<file path="src/rtl/hex_word_printer.sv">
// ----------------------------------------------------------------------------
// hex_word_printer
//   Prints one multi-nibble word as a stream of 7-bit ASCII characters,
//   MSB nibble first, framed by an optional "0x" prefix and an optional
//   '\n' terminator. A single hex2ascii_df converter is time-shared across
//   all digits. Every output is registered, and no combinational path runs
//   from in_* to out_*.
//
// Parameters
//   NIBBLES  hex digits per word (1..16); in_data is 4*NIBBLES bits wide
//   PREFIX   1: emit '0','x' before the digits
//   TERM     1: emit '\n' after the last digit
//
// Ports
//   clk        in   rising-edge clock
//   rst        in   synchronous active-high reset
//   in_valid   in   in_data valid
//   in_ready   out  word can be accepted (high only in IDLE)
//   in_data    in   word to print
//   out_valid  out  out_char valid
//   out_ready  in   sink takes out_char this cycle
//   out_char   out  ASCII character
//   out_last   out  final character of the word
//   busy       out  high in any state other than IDLE
// ----------------------------------------------------------------------------

// Nibble to uppercase ASCII hex digit (pure combinational).
module hex2ascii_df (
    input  logic [3:0] nibble,
    output logic [6:0] ascii_c
);
    always_comb begin
        if (nibble < 4'd10) begin
            ascii_c = 7'(7'h30 + 7'(nibble));
        end else begin
            ascii_c = 7'(7'h37 + 7'(nibble));
        end
    end
endmodule

module hex_word_printer #(
    parameter int unsigned NIBBLES = 8,
    parameter int unsigned PREFIX  = 1,
    parameter int unsigned TERM    = 1
) (
    input  logic                   clk,
    input  logic                   rst,
    input  logic                   in_valid,
    output logic                   in_ready,
    input  logic [4*NIBBLES-1:0]   in_data,
    output logic                   out_valid,
    input  logic                   out_ready,
    output logic [6:0]             out_char,
    output logic                   out_last,
    output logic                   busy
);

    localparam int unsigned DATA_W = 4 * NIBBLES;
    localparam int unsigned IDX_W  = (NIBBLES > 1) ? $clog2(NIBBLES) : 1;

    localparam logic [6:0] CH_ZERO = 7'h30;
    localparam logic [6:0] CH_X    = 7'h78;
    localparam logic [6:0] CH_LF   = 7'h0A;

    // A digit carries out_last only when no terminator follows it.
    localparam logic LAST_ON_DIGIT = (TERM == 0);
    // The first digit is also the last one for a single-nibble word.
    localparam logic FIRST_IS_LAST = (NIBBLES == 1) && (TERM == 0);

    // State names the character currently presented on out_char.
    typedef enum logic [2:0] {
        S_IDLE  = 3'd0,
        S_PFX0  = 3'd1,
        S_PFX1  = 3'd2,
        S_DIGIT = 3'd3,
        S_TERM  = 3'd4
    } state_t;

    state_t             r_state;
    state_t             w_state_n;
    logic [IDX_W-1:0]   r_idx;
    logic [IDX_W-1:0]   w_idx_n;
    // Remaining digits, next digit to print always in the top nibble.
    logic [DATA_W-1:0]  r_word;
    logic [DATA_W-1:0]  w_word_n;
    logic               r_out_valid;
    logic               w_out_valid_n;
    logic [6:0]         r_out_char;
    logic [6:0]         w_out_char_n;
    logic               r_out_last;
    logic               w_out_last_n;
    logic               r_in_ready;
    logic               w_in_ready_n;
    logic               r_busy;
    logic               w_busy_n;

    logic               w_fire;
    logic               w_accept;
    logic [3:0]         w_nibble;
    logic [6:0]         w_ascii;

    assign w_fire   = r_out_valid && out_ready;
    assign w_accept = in_valid && r_in_ready;

    // In IDLE the converter looks at the incoming word so the first digit
    // can be registered on the accept edge when there is no prefix.
    always_comb begin
        if (r_state == S_IDLE) begin
            w_nibble = in_data[DATA_W-1 -: 4];
        end else begin
            w_nibble = r_word[DATA_W-1 -: 4];
        end
    end

    hex2ascii_df u_hex2ascii (
        .nibble  (w_nibble),
        .ascii_c (w_ascii)
    );

    // State and output registers.
    always_ff @(posedge clk) begin
        if (rst) begin
            r_state     <= S_IDLE;
            r_idx       <= '0;
            r_word      <= '0;
            r_out_valid <= 1'b0;
            r_out_char  <= 7'h00;
            r_out_last  <= 1'b0;
            r_in_ready  <= 1'b1;
            r_busy      <= 1'b0;
        end else begin
            r_state     <= w_state_n;
            r_idx       <= w_idx_n;
            r_word      <= w_word_n;
            r_out_valid <= w_out_valid_n;
            r_out_char  <= w_out_char_n;
            r_out_last  <= w_out_last_n;
            r_in_ready  <= w_in_ready_n;
            r_busy      <= w_busy_n;
        end
    end

    // Next state and next registered outputs; nothing moves without a fire.
    always_comb begin
        w_state_n     = r_state;
        w_idx_n       = r_idx;
        w_word_n      = r_word;
        w_out_valid_n = r_out_valid;
        w_out_char_n  = r_out_char;
        w_out_last_n  = r_out_last;

        case (r_state)
            S_IDLE: begin
                if (w_accept) begin
                    w_out_valid_n = 1'b1;
                    w_idx_n       = IDX_W'(NIBBLES - 1);
                    if (PREFIX != 0) begin
                        w_state_n    = S_PFX0;
                        w_word_n     = in_data;
                        w_out_char_n = CH_ZERO;
                        w_out_last_n = 1'b0;
                    end else begin
                        w_state_n    = S_DIGIT;
                        w_word_n     = DATA_W'(in_data << 4);
                        w_out_char_n = w_ascii;
                        w_out_last_n = FIRST_IS_LAST;
                    end
                end
            end

            S_PFX0: begin
                if (w_fire) begin
                    w_state_n    = S_PFX1;
                    w_out_char_n = CH_X;
                    w_out_last_n = 1'b0;
                end
            end

            S_PFX1: begin
                if (w_fire) begin
                    w_state_n    = S_DIGIT;
                    w_word_n     = DATA_W'(r_word << 4);
                    w_out_char_n = w_ascii;
                    w_out_last_n = FIRST_IS_LAST;
                end
            end

            S_DIGIT: begin
                if (w_fire) begin
                    if (r_idx != '0) begin
                        w_idx_n      = r_idx - IDX_W'(1);
                        w_word_n     = DATA_W'(r_word << 4);
                        w_out_char_n = w_ascii;
                        w_out_last_n = LAST_ON_DIGIT && (r_idx == IDX_W'(1));
                    end else if (TERM != 0) begin
                        w_state_n    = S_TERM;
                        w_out_char_n = CH_LF;
                        w_out_last_n = 1'b1;
                    end else begin
                        w_state_n     = S_IDLE;
                        w_out_valid_n = 1'b0;
                        w_out_char_n  = 7'h00;
                        w_out_last_n  = 1'b0;
                    end
                end
            end

            S_TERM: begin
                if (w_fire) begin
                    w_state_n     = S_IDLE;
                    w_out_valid_n = 1'b0;
                    w_out_char_n  = 7'h00;
                    w_out_last_n  = 1'b0;
                end
            end

            default: begin
                w_state_n     = S_IDLE;
                w_out_valid_n = 1'b0;
                w_out_char_n  = 7'h00;
                w_out_last_n  = 1'b0;
            end
        endcase

        // Handshake flags follow the state being entered.
        w_in_ready_n = (w_state_n == S_IDLE);
        w_busy_n     = (w_state_n != S_IDLE);
    end

    assign in_ready  = r_in_ready;
    assign out_valid = r_out_valid;
    assign out_char  = r_out_char;
    assign out_last  = r_out_last;
    assign busy      = r_busy;

endmodule

</file>
<file path="config.mk">
export PLATFORM = sky130hd
export DESIGN_NAME = hex_word_printer
export DESIGN_NICKNAME = d
export VERILOG_FILES = /design/src/rtl/hex_word_printer.sv
export SDC_FILE = /design/constraint.sdc
export NUM_CORES = 1
export LEC_CHECK = 0
export CORE_MARGIN = 2
export CORE_UTILIZATION = 43
export DETAILED_ROUTE_END_ITERATION = 16
export PLACE_DENSITY = 0.68
export RECOVER_POWER = 25
export SLEW_MARGIN = 20
export SYNTH_ARGS = -nofsm -noshare
export SYNTH_HDL_FRONTEND = slang
export SYNTH_SLANG_ARGS = --single-unit
</file>
<file path="constraint.sdc">
create_clock -name clk -period 4.5 [get_ports clk]
set_input_delay 0.675 -clock clk [delete_from_list [all_inputs] [get_ports clk]]
set_output_delay 0.675 -clock clk [all_outputs]
set_load 0.02 [all_outputs]
</file>
==> metrics.csv <==
stage,metric,value,unit
clock_tree,cts_made_buffers,5,
clock_tree,cts_tree,yes,
floorplan,initial_core_util,45.3,%
place,pre_cts_ws,1500,ps
floorplan,num_rows,27,
worst_setup_path,slowest_stage,nor3_4,
sta,setup_ws,1880,ps
drt,drt-initial-drc-count,174,
global_route,grt_max_degree,61,
power_and_ir_drop,p_leak,1.31,nW
synthesis,synth_xor_area_share,0.690,%
sta,period_share,58.3,%
global_route,grt_pass1_wl,9.49,mm
global_route,grt_overflow,0,
clock_tree,clkLatencyLatePin,320,ps
layout,multiInputGateArea,1400,sq um
worst_setup_path,worst-path-buf-inv,0,
place,hpwl,3.95,mm
clock_tree,numClockSinks,49,
power_and_ir_drop,pwr_density_cell,329,nW/um^2
synthesis,seq_area_frac_synth,38.6,%
power_and_ir_drop,irDropWorstVdd,0.154,mV
synthesis,synth_top_family_by_area,compound AO/OA/AOI/OAI gates,
layout,ff_latch_area,981,sq um
sta,tightest_slew,831,ps
synthesis,synth_flop_cell,dfxtp_1,
floorplan,fp.dieH,80.8,um
place,io_buffer_count,46,
worst_setup_path,cp_top_family,simple AND/OR/NAND/NOR gates,
min_path,hold_path.class,reg -> reg,
sta,hold_viol_final,0,
place,gp_congestion,0.853,
drt,detail-route-antenna-nets,0,
synthesis,synth-adder-area-share,1.48,%
worst_setup_path,crit_required,4760,ps
sta,setup_viol,0,
synthesis,synth_async_sr_flop_share,0,%
worst_setup_path,path_cells,nor3_4 -> mux2i_1 -> ha_1 -> or3b_2 -> a31oi_1 -> a221o_1,
drt,viasPerCell,5.85,
global_route,grt_antenna_before_repair,0,
synthesis,synth_cell_types,48,
synthesis,synth_compound_area_share,28.3,%
clock_tree,post-cts-setup-buffer-count,0,
layout,layout_commonest_cell,dfxtp_1,
sta,skew,11.7,ps
layout,layout-drive-gt1-share,5.23,%
floorplan,coreArea,5610,sq um
layout,antennaDiodeCount,0,
sta,max_freq,381,MHz
global_route,grtUsageTotal,18.6,%
floorplan,die-area,6530,sq um
sta,setup_tns,0,ps
clock_tree,postCtsHoldBufs,0,
worst_setup_path,critical_path_class,reg -> reg,
drt,drc,0,
synthesis,synth-edff-count,0,
clock_tree,h-tree-depth,2,
drt,dr_total_vias,2211,
layout,mostFrequentLayoutCells,"49 x dfxtp_1, 43 x a21oi_1, 36 x clkdlybuf4s50_1, 34 x mux2i_1, 29 x a311oi_1",
worst_setup_path,path_max_fanout,24,
synthesis,ys.warnings.count,0,
outcome,outcome,"complete, no violations",
synthesis,synth.avg_cell_area,9.23,sq um
clock_tree,clockBufferDepth,2,
worst_setup_path,startpoint_type,flop,
flow_run,drv_cap,0,
synthesis,mappedNetlistNets,314,
drt,wl_per_cell,15.6,um
synthesis,netlist_instances,275,
worst_setup_path,cpPeakStageDelay,600,ps
synthesis,yosys.area_share.simple,10.8,%
sta,maxSlewHeadroom,44.5,%
floorplan,io_pins,47,
clock_tree,ctsResizeCount,0,
floorplan,die_w,80.8,um
clock_tree,path_clk_slew,100,ps
synthesis,ys_ff_latch,49,
drt,drt_pre_antenna_iters,4,
synthesis,synth.mux.area_fraction,13.4,%
drt,wirelength,5.91,mm
sta,slew_viol_final,0,
worst_setup_path,arrival,2890,ps
layout,fin_nets,344,
synthesis,syn-cell-area,2540,sq um
sta,rsz0062_at_grt,false,
global_route,grt_pass1_vias,1912,
layout,fillers,550,
sta,layout_min_cycle_time,2620,ps
layout,syn_to_final_growth,21.1,%
clock_tree,root_buffer,clkbuf_8,
worst_setup_path,worst_setup_path_end_kind,flop,
path summary, 6_finish.rpt:
check | cells after the start | startpoint | to | slack, ps
hold reg to reg | 1 | out_char[2]$_SDFFE_PP0P_ | out_char[2]$_SDFFE_PP0P_ | 470
hold / removal | 1 | out_char[2]$_SDFFE_PP0P_ | out_char[2]$_SDFFE_PP0P_ | 470
setup / recovery | 6 | r_state[1]$_SDFF_PP0_ | out_char[6]$_SDFFE_PP0P_ | 1880
setup reg to reg | 6 | r_state[1]$_SDFF_PP0_ | out_char[6]$_SDFFE_PP0P_ | 1880
state kept, by name (all words and copies together) (netlist names):
register   cells
r_state        3
busy           1
r_idx          3
out_last       1
out_valid      1
r_word        32
in_ready       1
out_char       7
per-stage QoR:
| stage | hold slack, ps | instance area, sq um | util, % | total power, W | cells |
|---|---|---|---|---|---|
| 2_1_floorplan | 449 | 2540 | - | 0.000673 | 275 |
| 3_3_place_gp | 451 | 2970 | 53.0 | 0.000738 | 370 |
| 3_5_place_dp | 453 | 2970 | 53.0 | 0.000743 | 370 |
| 4_1_cts | 477 | 3070 | 54.7 | 0.00102 | 378 |
| 5_1_grt | 501 | 3080 | 54.8 | 0.00107 | 378 |
| 6_report | 466 | 3080 | 54.8 | 0.00101 | 378 |
cell usage after synthesis (3+ instances only):
cell,number,area [sq um]
nor2_1,7,26.3
nand3b_1,3,22.5
nor3_1,3,15.0
dfxtp_1,49,981
nand2_1,5,18.8
a31oi_1,4,25.0
buf_2,6,30.0
ha_1,3,37.5
o21ai_0,14,70.1
mux2i_1,34,340
nand3_1,6,30.0
a311oi_1,29,254
clkbuf_1,13,48.8
buf_6,3,33.8
nand4_1,5,31.3
a21oi_1,43,215
inv_1,6,22.5
buf_4,4,30.0
cells by family after synthesis:
| group | count (synthesis) |
|---|---|
| xor gates and xnor gates | 2 |
| AOI/OAI and AO/OA | 109 |
| DFF | 49 |
| muxes | 34 |
| and+or+nand+nor | 45 |
| adders and majority gates | 3 |
| buffers and inverters | 33 |
routing by layer:
| metal | vias to the layer above | track usage [%] | wire, um |
|---|---|---|---|
| met5 | - | 0 | 0 |
| met4 | 0 | 4.07 | 48 |
| met3 | 6 | 5.00 | 284 |
| met2 | 54 | 26.2 | 2530 |
| met1 | 1021 | 28.1 | 3040 |
| li1 | 1130 | - | - |
power breakdown:
group | switching [W] | total, W | internal, W | leakage, nW
clock | 0.000164 | 0.000278 | 0.000114 | 0.0452
combinational | 0.000113 | 0.000224 | 0.000111 | 0.857
sequential | 0.0000323 | 0.000508 | 0.000476 | 0.404
total | 0.000310 | 0.00101 | 0.000701 | 1.31
worst reg2reg max path: stages (launching register included):
cell,delay (ps)
dfxtp_1,590
nor3_4,600
mux2i_1,220
ha_1,280
or3b_2,480
a31oi_1,240
a221o_1,170
cell type report:
| type | count | share of cell area [%] |
|---|---|---|
| clock buffers | 5 | 2.24 |
| clock inverters | 3 | 0.814 |
| inverters | 6 | 0.732 |
| multi-input cells | 193 | 45.4 |
| flip-flops and latches | 49 | 31.9 |
| well taps | 72 | 2.93 |
| repair buffers | 50 | 15.9 |
(Power assumes the default switching activity.)
